## src/rtl/matvec_mult_seq.sv

```systemverilog
// Sequential signed fixed-point matrix-vector multiplier, Res = A x B.
// One shared MAC consumes one product per enabled clock.
module matvec_mult_seq #(
  parameter int WIDTH     = 16,
  parameter int nos       = 4,
  parameter int intDigits = 16
) (
  input  logic             clk,
  input  logic             reset,
  input  logic             clk_en,
  input  logic             startMult,
  input  logic [WIDTH-1:0] A [0:nos-1][0:nos-1],
  input  logic [WIDTH-1:0] B [0:nos-1],
  output logic [WIDTH-1:0] Res [0:nos-1],
  output logic             endMult,
  output logic             busy
);

  localparam int F  = WIDTH - intDigits;
  localparam int IW = $clog2(nos);
  localparam int PW = 2 * WIDTH;
  localparam int AW = PW + IW;

  typedef enum logic [1:0] {
    IDLE,
    RUN,
    DONE
  } state_t;

  state_t                 state;
  logic signed [WIDTH-1:0] a_cap [0:nos-1][0:nos-1];
  logic signed [WIDTH-1:0] b_cap [0:nos-1];
  logic        [WIDTH-1:0] rowbuf [0:nos-2];
  logic        [IW-1:0]    i;
  logic        [IW-1:0]    j;
  logic signed [AW-1:0]    acc;

  logic signed [PW-1:0]    prod;
  logic signed [AW-1:0]    sum;
  logic        [WIDTH-1:0] row_val;
  logic                    last_col;
  logic                    last_row;

  always_comb begin
    prod     = PW'(a_cap[i][j]) * PW'(b_cap[j]);
    sum      = acc + AW'(prod);
    row_val  = WIDTH'(sum >>> F);
    last_col = (j == IW'(nos - 1));
    last_row = (i == IW'(nos - 1));
  end

  always_ff @(posedge clk or negedge reset) begin
    if (!reset) begin
      state   <= IDLE;
      i       <= '0;
      j       <= '0;
      acc     <= '0;
      endMult <= 1'b0;
      busy    <= 1'b0;
      for (int r = 0; r < nos; r++) begin
        Res[r]   <= '0;
        b_cap[r] <= '0;
        for (int c = 0; c < nos; c++)
          a_cap[r][c] <= '0;
      end
      for (int r = 0; r < nos - 1; r++)
        rowbuf[r] <= '0;
    end else if (clk_en) begin
      unique case (state)
        IDLE: begin
          if (startMult) begin
            for (int r = 0; r < nos; r++) begin
              b_cap[r] <= B[r];
              for (int c = 0; c < nos; c++)
                a_cap[r][c] <= A[r][c];
            end
            acc   <= '0;
            i     <= '0;
            j     <= '0;
            busy  <= 1'b1;
            state <= RUN;
          end
        end
        RUN: begin
          if (!last_col) begin
            acc <= sum;
            j   <= j + 1'b1;
          end else begin
            acc <= '0;
            j   <= '0;
            if (!last_row) begin
              rowbuf[i] <= row_val;
              i         <= i + 1'b1;
            end else begin
              // last row bypasses the buffer straight into Res
              for (int r = 0; r < nos - 1; r++)
                Res[r] <= rowbuf[r];
              Res[nos-1] <= row_val;
              endMult    <= 1'b1;
              state      <= DONE;
            end
          end
        end
        DONE: begin
          endMult <= 1'b0;
          busy    <= 1'b0;
          state   <= IDLE;
        end
        default: state <= IDLE;
      endcase
    end
  end

endmodule
```

## config.mk

```make
export PLATFORM = sky130hd
export DESIGN_NAME = matvec_mult_seq
export DESIGN_NICKNAME = d
export VERILOG_FILES = /design/src/rtl/matvec_mult_seq.sv
export SDC_FILE = /design/constraint.sdc
export NUM_CORES = 1
export LEC_CHECK = 0
export CORE_MARGIN = 2
export CORE_UTILIZATION = 50
export DETAILED_ROUTE_END_ITERATION = 10
export PLACE_DENSITY = 0.81
export SYNTH_ARGS = -nofsm -noshare
export SYNTH_HDL_FRONTEND = slang
export SYNTH_SLANG_ARGS = --single-unit
```

## constraint.sdc

```tcl
create_clock -name clk -period 10.2 [get_ports clk]
set_clock_uncertainty 0.2 [all_clocks]
set_input_delay 2.04 -clock clk [delete_from_list [all_inputs] [get_ports clk]]
set_output_delay 2.04 -clock clk [all_outputs]
set_load 0.05 [all_outputs]
```

==> summary.md <==
| Metric | Value |
|---|---|
| Final Non-Filler Cells | `2914` |
| Reg2Reg Launch Point | `i[0]` |
| Fill cell instance count of the final layout | `3496` |
| Register area share after synthesis | `47.5%` |
| Yosys warning total | `0` |
| Crit. Startpoint | `i[0]` |
| Number of port buffers | `389` |
| Capturing element type of the critical path | `register` |
| Overflow after GRT | `0` |
| FMAX | `128 MHz` |
| Cells after synthesis | `1884` |
| Overall routing resource usage | `26.0%` |
| Total CTS buffers | `48` |
| Core outline area | `47500 sq um` |
| Arrival time reported for the critical path endpoint | `8.10 ns` |
| Transition at the pin with the smallest max-transition slack | `1.12 ns` |
| Proportion of synthesized flip-flops having asynchronous set or reset | `100%` |
| Clock-pin slew reported for the worst setup and hold paths after clock tree synthesis | `0.06 ns` |
| Die height | `223 um` |
| Worst-case hold slack | `0.262 ns` |
| Antenna Nets Post-Route | `0` |
| Average wire per standard cell | `21.9 um` |
| Average cell area after synthesis | `12.7 sq um` |
| Sequential cell area | `11400 sq um` |
| Total number of nets in the final design | `2741` |
| Vias | `15900` |
| Number of global-route vias before repair | `17400` |
| TritonCTS clock tree | `yes` |
| Post-detailed-placement half-perimeter wirelength | `47900 um` |
| Total standard cell area after synthesis | `24000 sq um` |
| Deepest level of the CTS H-tree | `2` |
| Via-per-instance ratio | `5.44` |
| Final critical-path share of the clock period | `76.8%` |
| First-pass GRT wire length | `98400 um` |
| Total Wirelength | `63900 um` |
| Type of element launching the critical path | `register` |
| Number of clock sinks seen by CTS | `456` |
| Area Overhead vs Synth | `25.4%` |
| Proportion of layout cells with a drive suffix above 1 | `24.7%` |
| Result of the run | `finished clean` |
| Critical Setup Path Class | `register to register` |
| Bufs on Longest Clock Path | `3` |
| Setup TNS | `0 ns` |
| I/O Pins | `390` |
| Post-synth net total | `2372` |
| Horizontal extent of the die | `223 um` |
| Headroom to the max-slew limit | `25.6%` |
| Unrepaired setup endpoints after global routing | `false` |
| Top flip-flop cell by instance count after synthesis | `sky130_fd_sc_hd__dfrtp_1` |
| Instance count after placement with tap cells included | `2818` |
| Max Slew Vio Count | `0` |
| First-pass iteration count of the detailed router | `7` |
| Area used by multi-input combinational logic | `11500 sq um` |
| R2R depth | `21` |
| Total of cells resized after clock tree synthesis | `0` |
| Initial Util | `50.5%` |
| EDFF count, synth | `0` |
| Biggest fanout along the worst timing path | `27` |
| Path type of the worst min-delay path | `register to register` |
| Starting DRT DRC Count | `1108` |
| Unique cell type count in the Yosys netlist | `50` |
| CP Data Required Time | `10.46 ns` |
| Number of antenna violations at the first check in global routing | `16` |
| Synthesis-stage register bit count | `456` |
| Final critical delay including setup and external delays | `7.84 ns` |
| Buffer cell driving the clock tree root | `sky130_fd_sc_hd__clkbuf_16` |
| Reg-to-reg slack, setup | `2.36 ns` |
| Reg-to-Reg End | `rowbuf[15]` |
| Placer's final routability congestion estimate | `0.895` |
| Number of setup buffers added after CTS | `0` |
| Number of max-cap violations | `0` |
| Total die area | `49800 sq um` |
| Worst-skew pair later-pin latency | `0.60 ns` |
| Hold-fix buffers at CTS | `0` |
| Largest net degree at the start of global routing | `181` |
| Final setup violating endpoints | `0` |
| Total DRC errors in the routed layout | `0` |
| Number of failing hold endpoints at the final stage | `0` |
| Worst setup path endpoint | `rowbuf[15]` |
| Number of placement rows | `80` |
[metrics by stage]
step	area, sq um	setup slack, ns	utilization [%]
2_1_floorplan	24000	3.17	-
3_3_place_gp	28400	2.47	59.8
3_5_place_dp	28400	2.35	59.8
4_1_cts	30100	2.30	63.3
5_1_grt	30100	1.93	63.3
6_report	30100	2.36	63.4
[per-layer routing]
| layer | wire [um] | GRT usage [%] | vias to the layer above | share of wire, % |
|---|---|---|---|---|
| li1 | - | - | 7083 | - |
| met1 | 24000 | 30.9 | 8113 | 38 |
| met2 | 32800 | 45.3 | 501 | 51 |
| met3 | 4570 | 7.03 | 139 | 7.2 |
| met4 | 2410 | 10.0 | 18 | 3.8 |
| met5 | 112 | 0 | - | 0.18 |
[cells in the final DEF, fill, tap and decap left out, types with 10 or more instances in the layout]
master                            count
sky130_fd_sc_hd__dfrtp_1            452
sky130_fd_sc_hd__clkdlybuf4s50_1    388
sky130_fd_sc_hd__mux2_2             369
sky130_fd_sc_hd__nand2_1            243
sky130_fd_sc_hd__inv_1              185
sky130_fd_sc_hd__nor2_1             107
sky130_fd_sc_hd__fa_1                93
sky130_fd_sc_hd__mux4_2              78
sky130_fd_sc_hd__ha_1                71
sky130_fd_sc_hd__clkbuf_16           48
sky130_fd_sc_hd__xnor2_1             29
sky130_fd_sc_hd__o21ai_0             26
sky130_fd_sc_hd__mux2i_1             20
sky130_fd_sc_hd__a22o_1              17
sky130_fd_sc_hd__buf_4               16
sky130_fd_sc_hd__clkbuf_1            11
sky130_fd_sc_hd__clkbuf_8            11
sky130_fd_sc_hd__nand2b_1            10
[final cells by class]
cell class              count  share of cell area (%)
inverters                 188                    2.34
clock inverters            18                   0.881
repair buffers            408                    13.5
flip-flops and latches    456                    37.9
clock buffers              70                    4.63
diodes                      8                  0.0665
multi-input cells        1151                    38.1
well taps                 615                    2.55
[logic make-up after synthesis]
kind of cell | share of synthesized area [%]
xor gates and xnor gates | 1.68
buffers and inverters | 4.77
DFF | 47.5
muxes | 25.5
AOI/OAI and AO/OA | 2.39
and+or+nand+nor | 6.70
adders and majority gates | 11.5
[synth_stat cells (all sizes together) (2+ instances only)]
| library cell | n | area, sq um |
|---|---|---|
| or2 | 8 | 50.1 |
| inv | 187 | 702 |
| xnor2 | 30 | 270 |
| ha | 71 | 888 |
| clkbuf | 59 | 221 |
| a21o | 3 | 22.5 |
| o21a | 2 | 15.0 |
| a22o | 17 | 149 |
| and2 | 7 | 43.8 |
| o21bai | 2 | 15.0 |
| a31oi | 2 | 12.5 |
| nand2b | 11 | 76.3 |
| a21oi | 8 | 40.0 |
| nor3 | 6 | 30.0 |
| xnor3 | 4 | 90.1 |
| mux2 | 370 | 4170 |
| buf | 30 | 218 |
| a221oi | 4 | 65.1 |
| nor2 | 107 | 402 |
| and3 | 4 | 25.0 |
| mux4 | 78 | 1760 |
| mux2i | 20 | 200 |
| o211ai | 2 | 15.0 |
| fa | 93 | 1860 |
| o21ai | 33 | 165 |
| dfrtp | 456 | 11400 |
| xor2 | 5 | 43.8 |
| or3 | 2 | 12.5 |
| nand2 | 243 | 912 |
| o31ai | 5 | 37.5 |
| nor2b | 5 | 31.3 |
| nand3 | 4 | 20.0 |
[sequential cells by signal, indices dropped and copies added, names as in the netlist, 2 cells and up]
register / flops
rowbuf: 48
state: 2
acc: 16
Res: 64
j: 2
i: 2
b_cap: 64
a_cap: 256
[critical path: stages, from the launching register on]
cell and delay [ns]:
sky130_fd_sc_hd__dfrtp_4 0.78, sky130_fd_sc_hd__buf_4 0.50, sky130_fd_sc_hd__mux4_2 0.57, sky130_fd_sc_hd__a22o_1 0.28
sky130_fd_sc_hd__a221oi_4 0.44, sky130_fd_sc_hd__nand2b_1 0.20, sky130_fd_sc_hd__fa_1 0.43, sky130_fd_sc_hd__inv_1 0.09
sky130_fd_sc_hd__fa_1 0.41, sky130_fd_sc_hd__inv_1 0.08, sky130_fd_sc_hd__fa_1 0.45, sky130_fd_sc_hd__fa_1 0.54
sky130_fd_sc_hd__fa_1 0.53, sky130_fd_sc_hd__fa_1 0.45, sky130_fd_sc_hd__xor2_1 0.17, sky130_fd_sc_hd__xnor2_1 0.19
sky130_fd_sc_hd__xnor2_1 0.16, sky130_fd_sc_hd__xnor2_1 0.15, sky130_fd_sc_hd__xnor2_1 0.15, sky130_fd_sc_hd__xnor3_1 0.46
sky130_fd_sc_hd__xnor2_2 0.18, sky130_fd_sc_hd__mux2_2 0.28
[worst min-delay path by stage]
stage / from / endpoint / slack [ns] / depth (start not counted)
after global routing: rowbuf[23] / Res[39] / 0.28 / 2
after CTS: rowbuf[6] / Res[22] / 0.26 / 2
after global placement: rowbuf[6] / Res[22] / 0.24 / 2
after floorplan: rowbuf[0] / Res[16] / 0.23 / 2
after detailed placement: rowbuf[6] / Res[22] / 0.25 / 2
final: rowbuf[1] / Res[17] / 0.26 / 2
Power is not shown: default switching activity piles up to over one toggle a cycle in this logic, so the estimate is an artifact.
